==> src/rtl/semaforo_pkg.sv <==
`default_nettype none
// ============================================================================
// Module      : semaforo_pkg
// Description : Shared lamp patterns, fault codes, monitor states and the
//               lamp-pattern legality check for the traffic-light monitor.
// Revision    : 1.0 - initial release
// ============================================================================
package semaforo_pkg;

  // Lamp bit order: {redA, yellowA, greenA, redB, yellowB, greenB}
  localparam logic [5:0] GREEN_RED  = 6'b001100;
  localparam logic [5:0] YELLOW_RED = 6'b010100;
  localparam logic [5:0] RED_GREEN  = 6'b100001;
  localparam logic [5:0] RED_YELLOW = 6'b100010;
  localparam logic [5:0] ALL_OFF    = 6'b000000;
  localparam logic [5:0] YELLOW_ON  = 6'b010010;
  localparam logic [5:0] ALL_RED    = 6'b100100;

  typedef enum logic [1:0] {
    FC_NONE    = 2'b00,
    FC_ILLEGAL = 2'b01,
    FC_STUCK   = 2'b10
  } fault_code_t;

  typedef enum logic [1:0] {
    MONITOR = 2'b00,
    PENDING = 2'b01,
    FAULT   = 2'b10
  } monitor_state_t;

  // ALL_RED is only ever produced by this stage; the controller never emits it.
  function automatic logic is_legal(input logic [5:0] pattern);
    case (pattern)
      GREEN_RED, YELLOW_RED, RED_GREEN, RED_YELLOW, ALL_OFF, YELLOW_ON: return 1'b1;
      default:                                                          return 1'b0;
    endcase
  endfunction

endpackage
`default_nettype wire

==> src/rtl/semaforo_conflict_monitor_if.sv <==
`default_nettype none
// ============================================================================
// Module      : semaforo_conflict_monitor_if
// Description : Lamp bus between the light controller, the conflict monitor
//               and the software fault-clear path.
// Revision    : 1.0 - initial release
// ============================================================================
interface semaforo_conflict_monitor_if;

  logic [5:0] lamps_in;
  logic       clr_fault;
  logic [5:0] lamps_out;
  logic       fault;
  logic [1:0] fault_code;

  // Controller / software side
  modport master (
    output lamps_in,
    output clr_fault,
    input  lamps_out,
    input  fault,
    input  fault_code
  );

  // Monitor side
  modport slave (
    input  lamps_in,
    input  clr_fault,
    output lamps_out,
    output fault,
    output fault_code
  );

endinterface
`default_nettype wire

==> src/rtl/semaforo_flasher.sv <==
`default_nettype none
// ============================================================================
// Module      : semaforo_flasher
// Description : Fault flasher. Alternates YELLOW_ON / ALL_OFF with each phase
//               lasting FLASH_HALF cycles. Exposes the pattern the lamp
//               register must load at the coming edge so the lamp drive
//               stays a single register.
// Revision    : 1.0 - initial release
// ============================================================================
module semaforo_flasher
  import semaforo_pkg::*;
#(
  parameter int FLASH_HALF = 1
) (
  input  wire logic       clock,
  input  wire logic       reset,
  input  wire logic       enable,
  input  wire logic       restart,
  output logic [5:0]      pattern_next
);

  localparam int CNT_W = $clog2(FLASH_HALF + 1);
  localparam logic [CNT_W-1:0] c_LAST = CNT_W'(FLASH_HALF - 1);

  logic [CNT_W-1:0] r_cnt;
  logic             r_phase;   // 0: yellow phase, 1: dark phase
  logic             w_wrap;

  assign w_wrap       = (r_cnt == c_LAST);
  // Phase that will be current after this edge while the flasher runs
  assign pattern_next = (r_phase ^ w_wrap) ? ALL_OFF : YELLOW_ON;

  // Phase timer: restart parks on the first yellow cycle
  always_ff @(posedge clock or negedge reset) begin
    if (!reset) begin
      r_cnt   <= '0;
      r_phase <= 1'b0;
    end else if (restart) begin
      r_cnt   <= '0;
      r_phase <= 1'b0;
    end else if (enable) begin
      if (w_wrap) begin
        r_cnt   <= '0;
        r_phase <= ~r_phase;
      end else begin
        r_cnt   <= r_cnt + CNT_W'(1);
      end
    end
  end

endmodule
`default_nettype wire

==> src/rtl/semaforo_conflict_monitor.sv <==
`default_nettype none
// ============================================================================
// Module      : semaforo_conflict_monitor
// Description : Safety stage between the traffic-light controller and the
//               lamp drivers. Passes legal patterns with one cycle of
//               latency, forces all-red on illegal patterns, and latches
//               confirmed conflict or stuck faults into a flashing-yellow
//               mode until software clears it.
// Revision    : 1.0 - initial release
// ============================================================================
module semaforo_conflict_monitor
  import semaforo_pkg::*;
#(
  parameter int CONFLICT_CYCLES = 2,
  parameter int MAX_DWELL       = 6,
  parameter int FLASH_HALF      = 1
) (
  input  wire logic                  clock,
  input  wire logic                  reset,
  semaforo_conflict_monitor_if.slave bus
);

  // Counter ranges: conf reaches CONFLICT_CYCLES, dwell reaches MAX_DWELL+1
  localparam int CONF_W = $clog2(CONFLICT_CYCLES + 1);
  localparam int DWELL_W = $clog2(MAX_DWELL + 2);
  localparam logic [CONF_W-1:0]  c_CONF_MAX  = CONF_W'(CONFLICT_CYCLES);
  localparam logic [DWELL_W-1:0] c_DWELL_MAX = DWELL_W'(MAX_DWELL + 1);

  monitor_state_t     r_state, w_state_next;
  logic [CONF_W-1:0]  r_conf_cnt, w_conf_next, w_conf_inc;
  logic [DWELL_W-1:0] r_dwell_cnt, w_dwell_next, w_dwell_inc, w_dwell_new;
  logic [5:0]         r_prev;
  logic [5:0]         r_lamps, w_lamps_next;
  logic               r_fault, w_fault_next;
  fault_code_t        r_code, w_code_next, w_cause;
  logic               w_enter_fault;
  logic               w_legal, w_same, w_stuck, w_conf_hit, w_clear;
  logic [5:0]         w_flash_next;

  assign w_legal     = is_legal(bus.lamps_in);
  assign w_same      = (bus.lamps_in == r_prev) && (bus.lamps_in != ALL_OFF);
  assign w_dwell_inc = (r_dwell_cnt == c_DWELL_MAX) ? r_dwell_cnt : r_dwell_cnt + DWELL_W'(1);
  assign w_dwell_new = w_same ? w_dwell_inc : DWELL_W'(1);
  assign w_stuck     = (w_dwell_new == c_DWELL_MAX);
  assign w_conf_inc  = (r_conf_cnt == c_CONF_MAX) ? r_conf_cnt : r_conf_cnt + CONF_W'(1);
  assign w_conf_hit  = (w_conf_inc == c_CONF_MAX);
  assign w_clear     = bus.clr_fault && w_legal;

  semaforo_flasher #(
    .FLASH_HALF (FLASH_HALF)
  ) u_flasher (
    .clock        (clock),
    .reset        (reset),
    .enable       (r_state == FAULT),
    .restart      (w_enter_fault),
    .pattern_next (w_flash_next)
  );

  // State register
  always_ff @(posedge clock or negedge reset) begin
    if (!reset) r_state <= MONITOR;
    else        r_state <= w_state_next;
  end

  // Next-state decision; an illegal sample always outranks the dwell check
  always_comb begin
    w_state_next = r_state;
    case (r_state)
      MONITOR: begin
        if (!w_legal)     w_state_next = (CONFLICT_CYCLES == 1) ? FAULT : PENDING;
        else if (w_stuck) w_state_next = FAULT;
        else              w_state_next = MONITOR;
      end
      PENDING: begin
        if (!w_legal) w_state_next = w_conf_hit ? FAULT : PENDING;
        else          w_state_next = MONITOR;
      end
      FAULT: begin
        if (w_clear) w_state_next = MONITOR;
        else         w_state_next = FAULT;
      end
      default: w_state_next = MONITOR;
    endcase
  end

  // Output and counter next values for the coming edge
  always_comb begin
    w_lamps_next  = r_lamps;
    w_fault_next  = r_fault;
    w_code_next   = r_code;
    w_conf_next   = r_conf_cnt;
    w_dwell_next  = r_dwell_cnt;
    w_enter_fault = 1'b0;
    w_cause       = FC_NONE;
    case (r_state)
      MONITOR: begin
        if (!w_legal) begin
          if (CONFLICT_CYCLES == 1) begin
            w_enter_fault = 1'b1;
            w_cause       = FC_ILLEGAL;
          end else begin
            w_lamps_next = ALL_RED;
            w_conf_next  = CONF_W'(1);
          end
        end else if (w_stuck) begin
          w_enter_fault = 1'b1;
          w_cause       = FC_STUCK;
          w_dwell_next  = w_dwell_new;
        end else begin
          w_lamps_next = bus.lamps_in;
          w_dwell_next = w_dwell_new;
        end
      end
      PENDING: begin
        if (!w_legal) begin
          w_conf_next = w_conf_inc;
          if (w_conf_hit) begin
            w_enter_fault = 1'b1;
            w_cause       = FC_ILLEGAL;
          end else begin
            w_lamps_next = ALL_RED;
          end
        end else begin
          w_lamps_next = bus.lamps_in;
          w_conf_next  = '0;
          w_dwell_next = DWELL_W'(1);
        end
      end
      FAULT: begin
        if (w_clear) begin
          w_fault_next = 1'b0;
          w_code_next  = FC_NONE;
          w_lamps_next = bus.lamps_in;
          w_conf_next  = '0;
          w_dwell_next = DWELL_W'(1);
        end else begin
          w_lamps_next = w_flash_next;
        end
      end
      default: begin
        w_lamps_next = ALL_RED;
      end
    endcase
    // Fault entry starts the flash on yellow and records the first cause
    if (w_enter_fault) begin
      w_fault_next = 1'b1;
      w_code_next  = w_cause;
      w_lamps_next = YELLOW_ON;
    end
  end

  // Registered outputs, counters and previous-sample history
  always_ff @(posedge clock or negedge reset) begin
    if (!reset) begin
      r_lamps     <= ALL_RED;
      r_fault     <= 1'b0;
      r_code      <= FC_NONE;
      r_conf_cnt  <= '0;
      r_dwell_cnt <= '0;
      r_prev      <= ALL_OFF;
    end else begin
      r_lamps     <= w_lamps_next;
      r_fault     <= w_fault_next;
      r_code      <= w_code_next;
      r_conf_cnt  <= w_conf_next;
      r_dwell_cnt <= w_dwell_next;
      r_prev      <= bus.lamps_in;
    end
  end

  assign bus.lamps_out  = r_lamps;
  assign bus.fault      = r_fault;
  assign bus.fault_code = r_code;

endmodule
`default_nettype wire

==> src/flat_wrapper.sv <==
// flat-port wrapper written by rule: the top's interface ports become plain ports
module semaforo_conflict_monitor_flat import semaforo_pkg::*;
#(
  parameter int CONFLICT_CYCLES = 2,
  parameter int MAX_DWELL       = 6,
  parameter int FLASH_HALF      = 1
)
  (clock, reset, bus_lamps_in, bus_clr_fault, bus_lamps_out, bus_fault, bus_fault_code);
  semaforo_conflict_monitor_if bus_i ();
  input  wire logic clock;
  input  wire logic reset;
  input wire logic [$bits(bus_i.lamps_in)-1:0] bus_lamps_in;
  input wire logic [$bits(bus_i.clr_fault)-1:0] bus_clr_fault;
  output wire logic [$bits(bus_i.lamps_out)-1:0] bus_lamps_out;
  output wire logic [$bits(bus_i.fault)-1:0] bus_fault;
  output wire logic [$bits(bus_i.fault_code)-1:0] bus_fault_code;
  assign bus_i.lamps_in = bus_lamps_in;
  assign bus_i.clr_fault = bus_clr_fault;
  assign bus_lamps_out = bus_i.lamps_out;
  assign bus_fault = bus_i.fault;
  assign bus_fault_code = bus_i.fault_code;
  semaforo_conflict_monitor #(.CONFLICT_CYCLES(CONFLICT_CYCLES), .MAX_DWELL(MAX_DWELL), .FLASH_HALF(FLASH_HALF)) u_core (.clock(clock), .reset(reset), .bus(bus_i));
endmodule
==> config.mk <==
export PLATFORM = sky130hd
export DESIGN_NAME = semaforo_conflict_monitor_flat
export DESIGN_NICKNAME = d
export VERILOG_FILES = /design/src/rtl/semaforo_pkg.sv /design/src/rtl/semaforo_conflict_monitor_if.sv /design/src/rtl/semaforo_flasher.sv /design/src/rtl/semaforo_conflict_monitor.sv /design/src/flat_wrapper.sv
export SDC_FILE = /design/constraint.sdc
export NUM_CORES = 1
export LEC_CHECK = 0
export CORE_MARGIN = 2
export CORE_UTILIZATION = 49
export DETAILED_ROUTE_END_ITERATION = 7
export PLACE_DENSITY = 0.81
export RECOVER_POWER = 50
export SYNTH_ARGS = -nofsm -noshare
export SYNTH_HDL_FRONTEND = slang
export SYNTH_HIERARCHICAL = 1
export SYNTH_SLANG_ARGS = --single-unit
==> constraint.sdc <==
create_clock -name clock -period 1.8 [get_ports clock]
set_input_delay 0.18 -clock clock [delete_from_list [all_inputs] [get_ports clock]]
set_output_delay 0.18 -clock clock [all_outputs]
set_load 0.01 [all_outputs]
Word level (Yosys, flattened, before mapping)

Cells that the tools add are included.

Logic and storage cells: 94
Bits in registers: 24
Output and inout port bits: 9
Bits of input ports: 9

Reductions and logical operators: 14
Eq/ne operators: 19
Mux-type cells: 46
Bitwise gates (word level): 3
$add $sub $neg: 3

Operators with widths:

| operator                                            | count |
|---|---|
| two-way mux 6 bit                                   | 6 |
| two-way mux 2 bit                                   | 13 |
| one-hot mux 6 bit (3 select lines)                  | 1 |
| two-way mux 1 bit                                   | 15 |
| two-way mux 3 bit                                   | 5 |
| equality test 6 x 5 -> 1 bit, second input constant | 2 |
| equality test 6 bit, second input constant          | 2 |
| one-hot mux 2 bit (3 select lines)                  | 2 |
| one-hot mux 3 bit (3 select lines)                  | 1 |
| equality test 2 bit, second input constant          | 3 |
| equality test 3 bit, second input constant          | 2 |
| equality test 6 x 4 -> 1 bit, second input constant | 1 |
| equality test 6 bit                                 | 1 |
| logical NOT 6 bit                                   | 1 |
| != test 2 x 1 -> 1 bit, second input constant       | 3 |
| AND reduction 2 bit                                 | 3 |
| nonzero test 6 bit                                  | 1 |
| OR reduction 6 bit                                  | 1 |
| two-way mux 5 bit                                   | 1 |
| != test 2 bit, second input constant                | 2 |
| != test 4 x 3 -> 1 bit, second input constant       | 1 |
| != test 4 bit, second input constant                | 1 |
| one-hot mux 2 bit (2 select lines)                  | 1 |
| AND reduction 4 bit                                 | 1 |
| 12 further kinds                                    | 15 |

Depth between registers and ports, before layout

Depth in word-level cells: 9
Gate-level depth with buffers: 9
Mapped depth without buffers: 8

By module

The synthesis kept the hierarchy.

Modules (own cells, without submodules):

| module                    | area each (sq um) | instances | cells an instance |
|---|---|---|---|
| semaforo_conflict_monitor | 1321.3            | 1         | 131 |
| semaforo_flasher          | 86.3              | 1         | 10 |

Least setup slack after synthesis

OpenSTA, ideal clock, no wires.

Path kind: register to register
From: register u_core.r_dwell_cnt[0]
To: register u_core.r_lamps[0] (netlist: u_core/bus.lamps_out[0])
Clock period less this slack: 1.886 ns
Stages on the path, launching flop included: 9
Slack: -0.086 ns
Required time: 1.673 ns
Arrival: 1.759 ns
Path through: dfrtp_1 -> ha_1 -> nor3b_1 -> o21ai_0 -> a2111oi_0 -> o211ai_1 -> o21a_4 -> inv_2 -> nor3_1

Word-level cells in the longest chain between the ends: 9
Elaborated cells on any way between the ends: 12
Classes of those cells: add/sub: 1; eq/ne: 4; mux: 6; reduce/logical: 1

Ends and longest elaborated chain:

| what                                                                     | RTL line                         | RTL |
|---|---|---|
| start: declaration                                                       | semaforo_conflict_monitor.sv:31  | `logic [DWELL_W-1:0] r_dwell_cnt, w_dwell_next, w_dwell_inc, w_dwell_new;` |
| start signal: assignment                                                 | semaforo_conflict_monitor.sv:166 | `r_dwell_cnt <= w_dwell_next;` |
| adder 3 x 1 -> 3 bit or equality test 3 bit (tied branches)              | semaforo_conflict_monitor.sv:42  | `assign w_dwell_inc = (r_dwell_cnt == c_DWELL_MAX) ? r_dwell_cnt : r_dwell_cnt + DWELL_W'(1);` |
| two-way mux 3 bit *                                                      | semaforo_conflict_monitor.sv:42  |  |
| two-way mux 3 bit *                                                      | semaforo_conflict_monitor.sv:43  | `assign w_dwell_new = w_same ? w_dwell_inc : DWELL_W'(1);` |
| equality test 3 bit *                                                    | semaforo_conflict_monitor.sv:44  | `assign w_stuck = (w_dwell_new == c_DWELL_MAX);` |
| two-way mux 1 bit *                                                      | semaforo_conflict_monitor.sv:105 | `end else if (w_stuck) begin` |
| two-way mux 1 bit *                                                      | semaforo_conflict_monitor.sv:97  | `if (!w_legal) begin` |
| one-hot mux 1 bit (2 select lines) *                                     | semaforo_conflict_monitor.sv:95  | `case (r_state)` |
| net u_core.w_enter_fault                                                 | semaforo_conflict_monitor.sv:36  | `logic w_enter_fault;` |
| != test 4 x 3 -> 1 bit (no source line) or != test 4 bit (tied branches) | n/a                              |  |
| AND reduction 2 bit (no source line)                                     | n/a                              |  |
| end signal: assignment                                                   | semaforo_conflict_monitor.sv:162 | `r_lamps <= w_lamps_next;` |
| end: declaration                                                         | semaforo_conflict_monitor.sv:33  | `logic [5:0] r_lamps, w_lamps_next;` |

Mark *: on every way through the listed nets, which the timed path passes. The rest lies on a longest branch.
A chain may end at the register's enable or synchronous reset.

Final worst setup path

From: register u_core.r_dwell_cnt[1]
To: register u_core.r_lamps[3] (netlist: u_core/bus.lamps_out[3])

The elaborated chain is that of the path after synthesis.

==> out/metrics.csv <==
metric,value,unit
cp_data_required_time,2.01,ns
final_core_util,71.30,%
placeableCoreArea,2734,sq um
cts_num_sinks,23,
period_needed,2.011,ns
post_synth_edffs,0,
yosys.area.top_type,dfrtp_1,
grt_pass1_wl,5906,um
post_synth_num_cell_types,47,
remaining_drc_errors,0,
port_buffers,17,
share_seq_of_total_power,33.0,%
async_reset_ff_share,100.0,%
cts-root-buf,clkbuf_4,
rows,19,
area_share_of_the_largest_cell_type_after_synthesis,37.33,%
pin_count_of_the_biggest_net_entering_global_routing,24,
power.leakage,0.8512,nW
postRouteWirelength,3569,um
irDropWorstVdd,0.8464,mV
total_power,2.190,mW
crit_arrival,2.22,ns
fill_cells,184,
routed_via_density,5.688,
area_growth_syn_to_layout,38.49,%
floorplan.io_pins,18,
hold_start,bus_lamps_in[0],
cts_made_buffers,3,
worst-path-max-fanout,6,
start_kind,flip-flop,
final_critical_path_setup_slack,-0.2105,ns
failed_checks,negative setup slack,
synth.most_common_cell,dfrtp_1,
cts_tree,done,
postSynthCellCount,141,
die_height,57.60,um
clockPowerShare,11.5,%
final_min_period_over_clock_period,111.7,%
antennaDiodeCount,0,
grt_antenna_before_repair,0,
detailed_place_hpwl,2410,um
dp_worst_setup_slack,-0.5012,ns
r2r_start,u_core/r_dwell_cnt[1]$_DFFE_PN0P_,
switching_share,38.61,%
overflow,0,
avgRoutedWirePerCell,16.37,um
netlist_area,1408,sq um
p_switching,0.8458,mW
ys_top_cells_by_area,"dfrtp_1 37%, ha_1 6.2%, xnor2_1 5.0%, dfstp_2 3.7%, buf_4 3.2%",
grt_util_all_layers,23.83,%
status,"complete, but fails checks",
max_slew_margin,17.55,%
worstMarginPinSlew,1.237,ns
drt_first_pass_iters,4,
routabilityCongestion,0.8393,
maxClockFrequency,497.4,MHz
multi_input_gate_area_in_the_final_layout,873.3,sq um
max-clock-path-buffers,2,
startpoint,u_core/r_dwell_cnt[1]$_DFFE_PN0P_,
critical_path_class,reg -> reg,
worst_setup_path_end_kind,flip-flop,
syn_area_per_cell,9.983,sq um
timing.reg2reg.setup_slack,-0.21,ns
setup_violations,15,
grt_pass1_vias,1262,
rsz0062_at_grt,true,
vias_after_detailed_routing,1240,
start_util,51.49,%
power_density,1124,nW/um^2
combPwrFrac,55.5,%
die-area,3317,sq um
timing.max_cap.violations,0,
die_width,57.60,um
layout_cell_share_with_drive_strength_beyond_1,34.22,%
synth.yosys.warnings,6,
yosysSeqAreaShare,41.07,%
totalNegativeSetupSlack,-2.000,ns
hold_buffers,0,
synth_flop_cell,dfrtp_1,
timing.final.max_slew_violations,0,
cts.reportedPaths.clkPinSlew,0.13,ns
clock_insertion_delay_at_the_later_pin_of_the_skew_report,0.33,ns
sequential_cell_area,578.1,sq um
worst_clock_skew,0.007080,ns
final_ant_viol_nets,0,
synth.ff_latch_count,23,
cell_internal_pwr,1.345,mW
timing.final.hold_violations,0,
htree_levels,1,
finish.net_count,204,
drtIter0Drc,36,
synthTopCellsByCount,"21 x dfrtp_1, 11 x inv_1, 8 x a21oi_1, 8 x nand2_1, 8 x xnor2_1",
min_path_type,in -> reg,
-- layout by cell type (no fill, tap or decap), types with 4 or more instances in the layout --
| master | netlist | layout |
|---|---|---|
| a32oi_1 | 4 | 4 |
| nor2_1 | 5 | 5 |
| ha_1 | 7 | 6 |
| conb_1 | 1 | 4 |
| inv_1 | 11 | 11 |
| clkbuf_1 | 0 | 7 |
| xnor2_1 | 8 | 7 |
| nand2_1 | 8 | 7 |
| dfrtp_1 | 21 | 21 |
| o21ai_0 | 7 | 4 |
| clkdlybuf4s50_1 | 0 | 10 |
| buf_4 | 6 | 27 |
| a21oi_1 | 8 | 8 |
-- logic make-up (layout without fill, tap and decap cells) --
kind of cell / Yosys count / count (layout) / synth area share [%]
buffers and inverters: 22 / 65 / 8.266
adder cells (fa/ha/maj): 7 / 7 / 6.222
flip-flops: 23 / 23 / 41.07
other: 1 / 4 / 0.2664
multiplexers: 3 / 3 / 2.311
XOR/XNOR: 8 / 8 / 4.978
AO/OA/AOI/OAI: 40 / 40 / 22.22
AND/OR/NAND/NOR: 37 / 37 / 14.67
-- worst max-delay path, stage by stage, from the launching register on --
cell and delay, ns:
dfrtp_1 0.43, ha_4 0.28, nor3b_2 0.17, o21ai_2 0.09, a2111oi_4 0.35, o211ai_1 0.22
o21a_4 0.21, inv_6 0.09, nor3_2 0.04
-- what timing repair did --
action	CTS	global route
pin swaps	9	10
setup endpoints to repair	15	16
setup buffers	3	5
gates resized for setup	18	14
hold endpoints to repair	0	0
-- path summary, 6_finish.rpt --
| check | endpoint | depth (start not counted) |
|---|---|---|
| max | u_core/bus.lamps_out[3]$_DFFE_PN0P_ | 8 |
| min | u_core/r_prev[0]$_DFF_PN0_ | 1 |
| max reg2reg | u_core/bus.lamps_out[3]$_DFFE_PN0P_ | 8 |
| min reg2reg | u_core/bus.fault$_DFFE_PN0P_ | 1 |
| max in group asynchronous | u_core/r_prev[2]$_DFF_PN0_ | 2 |
| min in group asynchronous | u_core/r_prev[0]$_DFF_PN0_ | 2 |
-- cell type report --
| cell class | count | share of cell area [%] |
|---|---|---|
| Tap cell | 31 | 1.990 |
| Multi-Input combinational cell | 99 | 44.80 |
| Clock buffer | 4 | 1.348 |
| Sequential cell | 23 | 29.65 |
| Timing Repair Buffer | 49 | 19.64 |
| Inverter | 12 | 2.567 |
-- layer usage --
metal  vias to the layer above  GRT usage, %  share of wire [%]
met1                       614         27.54                 41
met2                        31         40.10                 53
met3                         8         3.175                3.2
met4                         0         17.28                3.1
li1                        587             -                  -
met5                         -             0                  0
-- sequential cells by signal, summed over array words and instances (netlist names) --
register and count:
u_core/bus.lamps_out 6, u_core/r_prev 6, u_core/r_dwell_cnt 3, u_core/bus.fault_code 2, u_core/r_conf_cnt 2, u_core/r_state 2
u_core/bus.fault 1, u_core/u_flasher/r_phase 1
-- power by group through the flow --
stage	Sequential [mW]	Clock (mW)	Combinational [mW]
finish	0.722	0.252	1.22
global route	0.734	0.271	1.33
CTS	0.726	0.254	1.11
detailed placement	0.735	0	1.06
global placement	0.725	0	1.02
floorplan	0.757	0	0.689
-- per-stage QoR --
step | hold slack [ns] | cells | instance area (sq um)
floorplan | -0.1156 | 144 | 1449
global placement | 0.4655 | 206 | 1767
detailed placement | 0.4704 | 206 | 1767
CTS | 0.1920 | 213 | 1861
global route | 0.06910 | 218 | 1949
finish | 0.04971 | 218 | 1949
Note: power is estimated with default switching activity, not from simulation.
